**src/rtl/io_bus_arbiter_if.sv**
```systemverilog
// io_bus_arbiter_if: request/grant bundle between the IO bus arbiter and the
// peripheral masters. The master modport is the arbiter's view because it
// drives the grant lines. The slave modport is the requesters' view.
interface io_bus_arbiter_if #(
    parameter int NUM_REQ  = 4,
    parameter int ID_WIDTH = 2
) ();
    logic [NUM_REQ-1:0]  req;
    logic [NUM_REQ-1:0]  rel;
    logic [NUM_REQ-1:0]  BG;
    logic [ID_WIDTH-1:0] grant_id;
    logic                busy;
    logic                timeout_err;

    modport master (
        input  req,
        input  rel,
        output BG,
        output grant_id,
        output busy,
        output timeout_err
    );

    modport slave (
        output req,
        output rel,
        input  BG,
        input  grant_id,
        input  busy,
        input  timeout_err
    );
endinterface

```
**src/rtl/io_bus_arbiter.sv**
```systemverilog
// io_bus_arbiter: round-robin owner arbitration for the shared tristate IO bus.
// Bus grants are one-hot and registered. A single dead cycle (TURN) separates
// two owners so that their data drivers never overlap.
// Optional feature macro: IO_ARB_TIMEOUT_EN. When it is defined, a tenure
// counter revokes the grant after TIMEOUT_CYCLES cycles and pulses timeout_err.
module io_bus_arbiter #(
    parameter int NUM_REQ        = 4,
    parameter int ID_WIDTH       = 2,
    parameter int TIMEOUT_CYCLES = 256,
    parameter int TMO_WIDTH      = 9
) (
    input  logic              clk,
    input  logic              rst_n,
    io_bus_arbiter_if.master  bus
);

    typedef enum logic [1:0] {
        IDLE  = 2'd0,
        GRANT = 2'd1,
        TURN  = 2'd2
    } state_t;

    // Reject parameter sets that cannot be represented, at elaboration time.
    if (NUM_REQ < 2 || NUM_REQ > 8) begin : g_bad_num_req
        $error("io_bus_arbiter: NUM_REQ must be 2..8");
    end
    if ((1 << ID_WIDTH) < NUM_REQ) begin : g_bad_id_width
        $error("io_bus_arbiter: ID_WIDTH too narrow for NUM_REQ");
    end
    if (TIMEOUT_CYCLES < 1 || TIMEOUT_CYCLES >= (1 << TMO_WIDTH)) begin : g_bad_tmo
        $error("io_bus_arbiter: TMO_WIDTH cannot hold TIMEOUT_CYCLES");
    end

    state_t              state_q, state_nxt;
    logic [NUM_REQ-1:0]  bg_q, bg_nxt;
    logic [ID_WIDTH-1:0] id_q, id_nxt;
    logic [ID_WIDTH-1:0] ptr_q, ptr_nxt;
    logic                busy_q;
    logic                owner_rel;
    logic                owner_req;
    logic [ID_WIDTH-1:0] winner;

`ifdef IO_ARB_TIMEOUT_EN
    logic [TMO_WIDTH-1:0] ten_q, ten_nxt;
    logic                 tmo_q, tmo_nxt;
    logic                 expired;
`endif

    // Search starts one past the last owner and wraps, so the previous owner
    // ends up with the lowest priority.
    function automatic logic [ID_WIDTH-1:0] rr_pick(
        input logic [NUM_REQ-1:0]  r,
        input logic [ID_WIDTH-1:0] ptr
    );
        logic [ID_WIDTH-1:0] win;
        logic                found;
        int                  idx;
        win   = '0;
        found = 1'b0;
        for (int i = 1; i <= NUM_REQ; i++) begin
            idx = (int'(ptr) + i) % NUM_REQ;
            if (!found && (|(r & (NUM_REQ'(1) << idx)))) begin
                win   = ID_WIDTH'(idx);
                found = 1'b1;
            end
        end
        return win;
    endfunction

    // BG is one-hot during a tenure, so masking with it selects the owner's
    // bits. Bits from non-owners cannot affect the result.
    assign owner_rel = |(bus.rel & bg_q);
    assign owner_req = |(bus.req & bg_q);
    assign winner    = rr_pick(bus.req, ptr_q);

`ifdef IO_ARB_TIMEOUT_EN
    assign expired = (ten_q == TMO_WIDTH'(TIMEOUT_CYCLES - 1));
`endif

    // Next-state, grant and tenure decisions.
    always_comb begin
        state_nxt = state_q;
        bg_nxt    = bg_q;
        id_nxt    = id_q;
        ptr_nxt   = ptr_q;
`ifdef IO_ARB_TIMEOUT_EN
        ten_nxt   = ten_q;
        tmo_nxt   = 1'b0;
`endif
        unique case (state_q)
            IDLE, TURN: begin
                if (|bus.req) begin
                    state_nxt = GRANT;
                    bg_nxt    = NUM_REQ'(1) << winner;
                    id_nxt    = winner;
`ifdef IO_ARB_TIMEOUT_EN
                    ten_nxt   = '0;
`endif
                end else begin
                    state_nxt = IDLE;
                    bg_nxt    = '0;
                end
            end
            GRANT: begin
                // A dropped request is treated the same as a release.
                if (owner_rel || !owner_req) begin
                    state_nxt = TURN;
                    bg_nxt    = '0;
                    ptr_nxt   = id_q;
`ifdef IO_ARB_TIMEOUT_EN
                end else if (expired) begin
                    state_nxt = TURN;
                    bg_nxt    = '0;
                    ptr_nxt   = id_q;
                    tmo_nxt   = 1'b1;
                end else begin
                    ten_nxt   = ten_q + TMO_WIDTH'(1);
`endif
                end
            end
            default: begin
                state_nxt = IDLE;
                bg_nxt    = '0;
            end
        endcase
    end

    // Registered state and outputs. Reset clears the grant asynchronously.
    always_ff @(posedge clk or negedge rst_n) begin
        if (!rst_n) begin
            state_q <= IDLE;
            bg_q    <= '0;
            id_q    <= '0;
            ptr_q   <= ID_WIDTH'(NUM_REQ - 1);
            busy_q  <= 1'b0;
        end else begin
            state_q <= state_nxt;
            bg_q    <= bg_nxt;
            id_q    <= id_nxt;
            ptr_q   <= ptr_nxt;
            busy_q  <= |bg_nxt;
        end
    end

`ifdef IO_ARB_TIMEOUT_EN
    // Tenure counter and the one-cycle revocation pulse.
    always_ff @(posedge clk or negedge rst_n) begin
        if (!rst_n) begin
            ten_q <= '0;
            tmo_q <= 1'b0;
        end else begin
            ten_q <= ten_nxt;
            tmo_q <= tmo_nxt;
        end
    end

    assign bus.timeout_err = tmo_q;
`else
    assign bus.timeout_err = 1'b0;
`endif

    assign bus.BG       = bg_q;
    assign bus.grant_id = id_q;
    assign bus.busy     = busy_q;

endmodule

```
**src/flat_wrapper.sv**
```systemverilog
// flat-port wrapper written by rule: the top's interface ports become plain ports
module io_bus_arbiter_flat 
#(
    parameter int NUM_REQ        = 4,
    parameter int ID_WIDTH       = 2,
    parameter int TIMEOUT_CYCLES = 256,
    parameter int TMO_WIDTH      = 9
)
  (clk, rst_n, bus_req, bus_rel, bus_BG, bus_grant_id, bus_busy, bus_timeout_err);
  io_bus_arbiter_if #(.NUM_REQ(NUM_REQ), .ID_WIDTH(ID_WIDTH)) bus_i ();
  input  logic clk;
  input  logic rst_n;
  input wire logic [$bits(bus_i.req)-1:0] bus_req;
  input wire logic [$bits(bus_i.rel)-1:0] bus_rel;
  output wire logic [$bits(bus_i.BG)-1:0] bus_BG;
  output wire logic [$bits(bus_i.grant_id)-1:0] bus_grant_id;
  output wire logic [$bits(bus_i.busy)-1:0] bus_busy;
  output wire logic [$bits(bus_i.timeout_err)-1:0] bus_timeout_err;
  assign bus_i.req = bus_req;
  assign bus_i.rel = bus_rel;
  assign bus_BG = bus_i.BG;
  assign bus_grant_id = bus_i.grant_id;
  assign bus_busy = bus_i.busy;
  assign bus_timeout_err = bus_i.timeout_err;
  io_bus_arbiter #(.NUM_REQ(NUM_REQ), .ID_WIDTH(ID_WIDTH), .TIMEOUT_CYCLES(TIMEOUT_CYCLES), .TMO_WIDTH(TMO_WIDTH)) u_core (.clk(clk), .rst_n(rst_n), .bus(bus_i));
endmodule
```
**config.mk**
```make
export PLATFORM = sky130hd
export DESIGN_NAME = io_bus_arbiter_flat
export DESIGN_NICKNAME = d
export VERILOG_FILES = /design/src/rtl/io_bus_arbiter_if.sv /design/src/rtl/io_bus_arbiter.sv /design/src/flat_wrapper.sv
export SDC_FILE = /design/constraint.sdc
export NUM_CORES = 1
export LEC_CHECK = 0
export CORE_MARGIN = 3
export CORE_UTILIZATION = 42
export CTS_CLUSTER_DIAMETER = 200
export CTS_CLUSTER_SIZE = 14
export DETAILED_ROUTE_END_ITERATION = 7
export PLACE_DENSITY = 0.78
export SYNTH_ARGS = -nofsm -noshare
export SYNTH_HDL_FRONTEND = slang
export SYNTH_SLANG_ARGS = --single-unit
```
**constraint.sdc**
```tcl
create_clock -name clk -period 2.15 [get_ports clk]
set_input_delay 0.43 -clock clk [delete_from_list [all_inputs] [get_ports clk]]
set_output_delay 0.43 -clock clk [all_outputs]
set_load 0.03 [all_outputs]
```
* Word level (Yosys, flattened, before mapping) *
Cells that the tools add are included.

storage, ports and cells
  register bits after elaboration = 11
  output and inout bits = 8
  input bits = 10
  logic and storage cells = 64

cells by class
  add/subtract/negate cells = 4
  reduce and logical (&&, ||, !) cells = 24
  bitwise gates (word level) = 10
  muxes and demuxes = 13
  equality and inequality tests = 3
  shifts and indexed selects = 5

operator list
  operator              number
  $shl 1x32->4 const A  4
  $reduce_or 4->1       8
  $and 4x4->4           6
  $mux 2                5
  $reduce_or 2->1       5
  $mux 4                2
  $pmux 4 s2            1
  $add 2x1->2 const B   2
  $add 2x2->2 const B   2
  $and 1x1->1 const A   4
  $logic_not 1->1       4
  $mux 1                4
  $pmux 2 s2            1
  $reduce_and 2->1      2
  $shl 1x2->4 const A   1
  $logic_and 1x1->1     3
  $eq 2x1->1 const B    1
  $eq 2x2->1 const B    1
  $logic_not 2->1       1
  $ne 2x1->1 const B    1
  $logic_or 1x1->1      1

* Depth between registers and ports, before layout *
Gate-level depths: netlist of the first run.

  word-level depth = 20
  depth in mapped cells = 7
  gate-level depth less buffers = 7

* Least setup slack after synthesis of the first run *
No wires, ideal clock.

  path kind = register to register
  from = register u_core.ptr_q[0]
  to = register u_core.bg_q[3] (netlist: u_core.bus.BG[3])
  data required time = 2.028 ns
  library setup time = 0.122 ns
  path buffers = 0
  data arrival time = 1.952 ns
  stages on the path, launching flop included = 8
  period minus slack after synthesis = 2.073 ns
  path slack = 0.077 ns
  path through = dfstp_2 > inv_1 > ha_1 > a22o_1 > a221oi_2 > o21bai_1 > a311o_1 > a32o_1

between the ends
  word-level cells in the longest chain between the ends = 19
  elaborated cells between the ends (all ways) = 40
  classes of those cells = 4 x add/sub; 5 x shift; 9 x mux; 8 x bitwise; 14 x reduce/logical

RTL lines
  what                              RTL line               source
  start: declaration                io_bus_arbiter.sv:37   logic [ID_WIDTH-1:0] ptr_q, ptr_nxt;
  start signal: assignment          io_bus_arbiter.sv:134  ptr_q <= ID_WIDTH'(NUM_REQ - 1);
  start signal: assignment          io_bus_arbiter.sv:140  ptr_q <= ptr_nxt;
  $add 2x1->2                       io_bus_arbiter.sv:61   idx = (int'(ptr) + i) % NUM_REQ;
  $reduce_or 2->1 (no source line)  -
  $and 1x1->1 (no source line)      -
  $shl 1x32->4                      io_bus_arbiter.sv:62   if (!found && (|(r & (NUM_REQ'(1) << idx)))) begin
  $and 4x4->4                       io_bus_arbiter.sv:62
  $reduce_or 4->1                   io_bus_arbiter.sv:62
  $mux 1                            io_bus_arbiter.sv:62
  $logic_not 1->1                   io_bus_arbiter.sv:62
  [... 4 more ...]                  -
  $mux 1                            io_bus_arbiter.sv:62
  $logic_not 1->1                   io_bus_arbiter.sv:62
  $logic_and 1x1->1                 io_bus_arbiter.sv:62
  $mux 2 (*)                        io_bus_arbiter.sv:62
  $shl 1x2->4 (*)                   io_bus_arbiter.sv:94   bg_nxt = NUM_REQ'(1) << winner;
  $mux 4 (*)                        io_bus_arbiter.sv:92   if (|bus.req) begin
  $pmux 4 s2 (*)                    io_bus_arbiter.sv:90   unique case (state_q)
  net u_core.bg_nxt[3]              io_bus_arbiter.sv:35   logic [NUM_REQ-1:0] bg_q, bg_nxt;
  end signal: assignment            io_bus_arbiter.sv:138  bg_q <= bg_nxt;
  end: declaration                  io_bus_arbiter.sv:35

The timed path passes the listed nets; every way through them passes the cells marked *.
A chain may end at the register's enable or synchronous reset.

* Final worst setup path of the first run *
Ends and elaborated chain as after synthesis.

==> results of run 1 <==
==> cells in the mapped netlist, drive strengths merged (2+ instances only) <==
master  count  area share
inv         2       0.011
or2         2       0.018
mux2        2       0.033
a22o        4       0.051
dfrtp       9        0.33
a21oi       3       0.022
nand3       2       0.015
nand2       3       0.016
a32o        2       0.029
ha          4       0.073
a221oi      2       0.060
a22oi       8       0.088
dfstp       2       0.077
nor2        4       0.022
==> kinds of logic after synthesis <==
kind of cell | count (synthesis) | synth area share
buffers and inverters | 3 | 0.0219
flip-flops | 11 | 0.405
AO/OA/AOI/OAI | 26 | 0.341
multiplexers | 2 | 0.0328
adder cells (fa/ha/maj) | 4 | 0.0730
AND/OR/NAND/NOR | 16 | 0.120
other | 1 | 0.00547
==> layer usage <==
metal	part of all wire	vias up
met1	0.45	319
li1	-	314
met5	0	-
met3	0.064	2
met2	0.48	27
met4	0.0072	0
==> cells in the final DEF (no fill, tap or decap), drive strengths merged <==
cell,instances
and2,1
and3b,1
nand3,2
o22ai,1
clkdlybuf4s50,16
a21oi,3
nand2,3
o21bai,1
or2,2
conb,1
a22oi,8
o21a,1
nor2,4
clkbuf,4
nor4,1
a311o,1
a221oi,2
ha,4
dfstp,2
buf,13
mux2,2
nor3,1
a311oi,1
dfrtp,9
a32o,2
o21ai,1
a22o,4
o221a,1
inv,2
nor3b,1
==> through the flow <==
stage / util / power, mW
after floorplan: - / 1.11
after global placement: 0.675 / 1.49
after detailed placement: 0.675 / 1.54
after CTS: 0.693 / 1.68
after global routing: 0.718 / 1.88
final: 0.718 / 1.75
==> critical path, stage by stage (launching register included) <==
cell	delay, ns
dfstp_2	0.54
inv_1	0.06
ha_2	0.21
a22o_1	0.24
a221oi_4	0.30
nor3_2	0.10
a311o_1	0.31
a32o_1	0.22
==> sequential cells by signal, summed over array words and instances, names as in the netlist <==
register / cells
u_core.ptr_q: 2
u_core.bus.BG: 4
u_core.state_q: 2
u_core.bus.grant_id: 2
u_core.bus.busy: 1
==> worst max-delay path by stage <==
stage	cells past startpoint	slack, ns	to	from
6_report	7	0.07	u_core.bus.BG[3]$_DFF_PN0_	u_core.ptr_q[0]$_DFFE_PN1P_
5_1_grt	7	-0.007	u_core.bus.BG[0]$_DFF_PN0_	u_core.ptr_q[0]$_DFFE_PN1P_
4_1_cts	8	0.01	u_core.bus.BG[1]$_DFF_PN0_	u_core.ptr_q[0]$_DFFE_PN1P_
3_5_place_dp	6	-0.10	u_core.bus.BG[3]$_DFF_PN0_	bus_req[1]
3_3_place_gp	6	-0.06	u_core.bus.BG[2]$_DFF_PN0_	bus_req[1]
2_1_floorplan	7	0.08	u_core.bus.BG[3]$_DFF_PN0_	u_core.ptr_q[0]$_DFFE_PN1P_
==> power by group <==
part           internal, mW  switching, mW
Clock                0.0719         0.0681
Sequential            0.312         0.0572
Combinational         0.618          0.625
==> cell type report <==
cell class | instances | area [um^2]
multi-input combinational | 49 | 428
fill | 110 | 399
sequential | 11 | 278
timing repair buffer | 29 | 258
clock buffer | 4 | 26.3
tap | 15 | 18.8
inverter | 2 | 7.51
==> results.json, run 1 <==
{
  "dr_total_vias": 662,
  "die_area_um2": 2150,
  "cp-start-kind": "flip-flop",
  "syn_avg_cell_area_um2": 10.9,
  "drt_pre_antenna_iters": 4,
  "die_h_um": 46.4,
  "drtAntennaViolNets": 0,
  "antenna_found_initial": 0,
  "netlist_instances": 63,
  "finalWeightedCongestion": 0.845,
  "use_met3": 0.0781,
  "grt_use_met1": 0.217,
  "drv_slew": 0,
  "period_needed_ns": 2.08,
  "antenna_cells": 0,
  "async_reset_ff_frac": 1.00,
  "r2r-start": "u_core.ptr_q[0]$_DFFE_PN1P_",
  "drc": 0,
  "ys.flop_type": "dfrtp_1",
  "syn2layout_area_growth_pct": 48.2,
  "power.density_nw_per_um2": 1720,
  "clk_pin_slew_worst_paths_ns": 0.07,
  "busiest_layer": "met2",
  "dp_hpwl_um": 1350,
  "clk_path_buf_depth": 2,
  "nNetsFinal": 110,
  "tns_ns": 0,
  "wire_per_inst_um": 15.2,
  "r2r_slack_ns": 0.07,
  "grt_max_degree": 12,
  "met2_usage": 0.319,
  "hold_viol_final": 0,
  "place_inst": 106,
  "ir_drop_v": 0.00113,
  "hold_path.class": "input pin to async pin",
  "grt_pass1_vias": 657,
  "cts_hold_repair.buffers": 0,
  "synth.distinct_cells": 29,
  "cts_resized": 0,
  "grt_pass1_wl_um": 2880,
  "clock.fmax_ghz": 0.480,
  "cts_buffers": 3,
  "htree_levels": 1,
  "p_leak_nw": 0.432,
  "syn_area_um2": 686,
  "setup_viol": 0,
  "dp_slack_ns": -0.104,
  "clkLatencyLatePin_ns": 0.27,
  "drv_cap": 0,
  "fin_worst_skew_ns": 0.000891,
  "grt_util_all_layers": 0.194,
  "core_region_area_um2": 1420,
  "synth_edf_count": 0,
  "worst_ep_arrival_time_ns": 2.24,
  "finalNonFillerCells": 110,
  "layout-drive-gt1-share": 0.368,
  "period_share": 0.969,
  "viasPerCell": 6.02,
  "core.rowCount": 13,
  "synth-seq-cells": 11,
  "numClockSinks": 11,
  "worst_r2r_endpoint": "u_core.bus.BG[3]$_DFF_PN0_",
  "stdcell_area_um2": 1020,
  "cts_setup_buffers": 0,
  "setup_ws_ns": 0.0665,
  "rr_worst_depth": 7,
  "path_max_fanout": 4,
  "cts_tree": "done",
  "die_x_um": 46.4,
  "status": "completed",
  "drt_iter0_markers": 19,
  "finalWirelength_um": 1670,
  "io-pin-count": 18,
  "yosysWarningCount": 0,
  "overflow": 0,
  "io_buffer_count": 16,
  "place_area_um2": 955,
  "synth_fp_nets": 77,
  "critPathRequiredTime_ns": 2.31,
  "whs_ns": 0.491,
  "cts_root_buf": "clkbuf_4",
  "end_kind": "flip-flop",
  "critPathKind": "flip-flop to flip-flop",
  "start_util": 0.485,
  "ys_seq_area_frac": 0.405
}
(Power assumes the default switching activity.)
==> run 2: changes to the inputs <==
- CORE_MARGIN: 3 -> not set
- TNS_END_PERCENT: not set -> 50
==> run 2 against run 1 <==
Against the previous run: global-route usage shrank 1.2 points; critical path depth unchanged; non-clock buffer count unchanged; cell count is 0.91% higher; clock skew grew 0.0024 ns; fmax decreased by 1.6%.
==> results.json, run 2 (synthesized netlist as in run 1, its figures left out) <==
{
  "nNetsFinal": 110,
  "path_max_fanout": 4,
  "grt_pass1_wl_um": 2520,
  "critPathKind": "flip-flop to flip-flop",
  "fillers": 128,
  "p_leak_nw": 0.431,
  "numClockSinks": 11,
  "worst_ep_arrival_time_ns": 2.27,
  "io-pin-count": 18,
  "tns_ns": 0,
  "clk_path_buf_depth": 2,
  "htree_levels": 1,
  "largest_reg_flops": 4,
  "cts_root_buf": "clkbuf_4",
  "clock.fmax_ghz": 0.472,
  "cp-start-kind": "flip-flop",
  "cpMaxStageDelayCell": "dfstp_2",
  "drv_cap": 0,
  "syn2layout_area_growth_pct": 46.2,
  "whs_ns": 0.476,
  "drv_slew": 0,
  "core.rowCount": 14,
  "cp_cell_sequence": "inv_1 -> ha_2 -> a22oi_1 -> nand2_1 -> and2_1 -> a311o_1 -> a32o_1",
  "start_util": 0.450,
  "met2_length_um": 769,
  "die_area_um2": 1800,
  "cts_buffers": 3,
  "finalWeightedCongestion": 0.849,
  "final_common_cell": "clkdlybuf4s50_1",
  "r2r_slack_ns": 0.03,
  "grt_pass1_vias": 606,
  "status": "completed",
  "critPathRequiredTime_ns": 2.31,
  "cp_top_family": "compound AO/OA/AOI/OAI gates",
  "overflow": 0,
  "setup_viol": 0,
  "rsz0062_at_grt": "yes",
  "hold_path.class": "input pin to async pin",
  "period_needed_ns": 2.12,
  "wire_per_inst_um": 14.1,
  "dr_total_vias": 652,
  "grt_max_degree": 12,
  "die_x_um": 42.4,
  "routed.top_layer": "met4",
  "period_share": 0.985,
  "core_region_area_um2": 1520,
  "end_kind": "flip-flop",
  "antenna_found_initial": 0,
  "critPathBufInv": 1,
  "power.density_nw_per_um2": 1690,
  "antenna_cells": 0,
  "mostFrequentLayoutCells": "clkdlybuf4s50_1, buf_4, dfrtp_1",
  "viasPerCell": 5.87,
  "hold_viol_final": 0,
  "drtAntennaViolNets": 0,
  "drt_pre_antenna_iters": 4,
  "cts_tree": "done",
  "critical_path.max_stage_delay_ns": 0.53,
  "finalWirelength_um": 1570,
  "dr_wl_met3_um": 94,
  "clkLatencyLatePin_ns": 0.27,
  "layout-drive-gt1-share": 0.326,
  "cts_setup_buffers": 0,
  "drt_iter0_markers": 28,
  "clk_pin_slew_worst_paths_ns": 0.06,
  "die_h_um": 42.4,
  "grt_util_all_layers": 0.182,
  "met1Wirelength_um": 668,
  "utilization": 0.658,
  "io_buffer_count": 16,
  "fin_worst_skew_ns": 0.00331,
  "drc": 0,
  "ir_drop_v": 0.000836
}
==> run 2: final timing paths <==
kind                                          endpoint                                from  cells after the start
setup / recovery            u_core.bus.BG[3]$_DFF_PN0_         u_core.ptr_q[1]$_DFFE_PN1P_                      7
hold / removal              u_core.bus.BG[0]$_DFF_PN0_                               rst_n                      1
setup reg to reg            u_core.bus.BG[3]$_DFF_PN0_         u_core.ptr_q[1]$_DFFE_PN1P_                      7
hold reg to reg            u_core.ptr_q[1]$_DFFE_PN1P_  u_core.bus.grant_id[1]$_DFFE_PN0P_                      1
max in group asynchronous  u_core.ptr_q[1]$_DFFE_PN1P_                               rst_n                      1
min in group clk           u_core.ptr_q[1]$_DFFE_PN1P_  u_core.bus.grant_id[1]$_DFFE_PN0P_                      1
==> run 2: stage by stage <==
step | worst slack, ns | cell area [um^2] | cells | power (mW)
2_1_floorplan | 0.0767 | 686 | 63 | 1.11
3_3_place_gp | -0.0551 | 956 | 107 | 1.50
3_5_place_dp | -0.0722 | 956 | 107 | 1.51
4_1_cts | 0.0369 | 982 | 111 | 1.66
5_1_grt | -0.0303 | 1000 | 111 | 1.81
6_report | 0.0332 | 1000 | 111 | 1.70
==> run 2: final cells by class <==
class	count	area (um^2)	share of cell area
clock buffers	4	26.3	0.0262
inverters	2	7.51	0.00749
multi-input cells	49	413	0.412
flip-flops and latches	11	278	0.277
well taps	16	20.0	0.0200
repair buffers	29	258	0.257
==> run 2: power breakdown <==
group	leakage (nW)	total, mW	internal [mW]	switching (mW)
Combinational	0.282	1.19	0.597	0.597
Sequential	0.134	0.367	0.312	0.0550
Clock	0.0150	0.136	0.0718	0.0640
==> run 2: repair_timing <==
action,CTS,global route
endpoints found under the setup margin,0,4
hold buffers,0,0
resized for setup,0,5
==> run 2: per-layer routing <==
layer	global-route usage	up-vias
met5	0	-
met4	0.0375	0
met3	0.0560	6
met2	0.320	29
met1	0.217	303
li1	-	314
==> run 3: changes to the inputs <==
- CORE_UTILIZATION: 42 -> 50
- PLACE_DENSITY: 0.78 -> 0.87
- clock period: 2.15 -> 2.6 ns (I/O delays scaled with it)
==> run 3 against run 2 <==
Against the previous run: wire length decreased by 6.3%; sequential share of layout area grew 3.8 points; critical path type unchanged; clock power decreased by 19%; sequential power down 11%; total power decreased by 27%; count of clock-buffer cells in the layout is the same; highest routed layer unchanged; fmax decreased by 7.2%.
==> results.json, run 3 (synthesized netlist as in run 1, its figures left out) <==
{
  "status": "completed",
  "utilization": 0.744,
  "final_common_cell": "clkdlybuf4s50_1",
  "grt_pass1_vias": 549,
  "viasPerCell": 6.38,
  "grt_util_all_layers": 0.238,
  "drt_iter0_markers": 22,
  "end_kind": "flip-flop",
  "nNetsFinal": 97,
  "antenna_found_initial": 0,
  "cts_setup_buffers": 0,
  "cts_hold_repair.buffers": 0,
  "numClockSinks": 11,
  "tns_ns": 0,
  "finalWirelength_um": 1470,
  "cts_root_buf": "clkbuf_4",
  "clk_pin_slew_worst_paths_ns": 0.06,
  "clock.fmax_ghz": 0.439,
  "io_buffer_count": 16,
  "critPathRequiredTime_ns": 2.75,
  "setup_ws_ns": 0.320,
  "largest_reg_flops": 4,
  "fin_worst_skew_ns": 0.00222,
  "finalNonFillerCells": 96,
  "die_area_um2": 1520,
  "fillers": 82,
  "die_h_um": 39.0,
  "cts_buffers": 3,
  "place_inst": 92,
  "setup_viol": 0,
  "critPathKind": "flip-flop to flip-flop",
  "ir_drop_v": 0.000715,
  "clkLatencyLatePin_ns": 0.26,
  "multi_input_area_um2": 393,
  "core_region_area_um2": 1190,
  "drtAntennaViolNets": 0,
  "cp-start-kind": "flip-flop",
  "clk_path_buf_depth": 2,
  "p_leak_nw": 0.370,
  "dr_total_vias": 612,
  "drv_cap": 0,
  "drv_slew": 0,
  "layout-drive-gt1-share": 0.159,
  "rsz0062_at_grt": "no",
  "wire_per_inst_um": 15.3,
  "core.rowCount": 12,
  "hold_path.class": "flip-flop to flip-flop",
  "overflow": 0,
  "drt_pre_antenna_iters": 4,
  "total_power_mw": 1.24,
  "power.density_nw_per_um2": 1410,
  "htree_levels": 1,
  "hold_viol_final": 0,
  "syn2layout_area_growth_pct": 28.6,
  "mostFrequentLayoutCells": "clkdlybuf4s50_1, dfrtp_1, a22oi_1",
  "worst_ep_arrival_time_ns": 2.43,
  "register_area_um2": 278,
  "die_x_um": 39.0,
  "antenna_cells": 0,
  "path_max_fanout": 7,
  "grt_max_degree": 12,
  "dp_hpwl_um": 1150,
  "io-pin-count": 18,
  "dp_slack_ns": 0.159,
  "finalWeightedCongestion": 0.888,
  "grt_pass1_wl_um": 2390,
  "cts_tree": "done",
  "drc": 0,
  "cts_resized": 0,
  "period_needed_ns": 2.28,
  "start_util": 0.578,
  "period_share": 0.877
}
run 3: stage by stage:
stage | instance area [um^2] | hold slack [ns]
CTS | 882 | 0.472
global route | 882 | 0.482
detailed placement | 856 | 0.461
global placement | 856 | 0.454
finish | 882 | 0.470
floorplan | 686 | 0.224
run 3: power breakdown:
group          switching (mW)  internal, mW  leakage [nW]  total [mW]
Combinational           0.435         0.369         0.221       0.803
Sequential             0.0665         0.260         0.134       0.327
Clock                  0.0511        0.0593        0.0150       0.110
Total                   0.552         0.688         0.370        1.24
run 3: critical path, cell delays in order, from the launching register on:
cell,delay [ns]
dfstp_2,0.60
inv_1,0.08
ha_1,0.29
a22oi_1,0.26
nand2_1,0.15
and2_1,0.21
a311o_1,0.35
a32o_1,0.23
run 3: layout make-up:
type | instances | area share
well taps | 14 | 0.0199
multi-input cells | 49 | 0.445
inverters | 2 | 0.00851
clock buffers | 4 | 0.0298
repair buffers | 16 | 0.182
flip-flops and latches | 11 | 0.315
run 3: worst paths after layout:
| path | endpoint | start | slack, ns | cells past startpoint |
|---|---|---|---|---|
| max in group asynchronous | u_core.ptr_q[0]$_DFFE_PN1P_ | rst_n | 1.69 | 1 |
| max reg2reg | u_core.bus.BG[3]$_DFF_PN0_ | u_core.ptr_q[0]$_DFFE_PN1P_ | 0.32 | 7 |
| min in group asynchronous | u_core.bus.BG[2]$_DFF_PN0_ | rst_n | 0.57 | 1 |
| min reg2reg | u_core.state_q[1]$_DFFE_PN0P_ | u_core.state_q[1]$_DFFE_PN0P_ | 0.47 | 1 |
| max | u_core.bus.BG[3]$_DFF_PN0_ | u_core.ptr_q[0]$_DFFE_PN1P_ | 0.32 | 7 |
| min | u_core.state_q[1]$_DFFE_PN0P_ | u_core.state_q[1]$_DFFE_PN0P_ | 0.47 | 1 |
run 3: per-layer routing:
metal,wire [um],up-vias,track usage
met4,9,0,0.0517
met5,0,-,0
met2,688,29,0.375
met3,107,2,0.0867
met1,661,288,0.308
li1,-,293,-
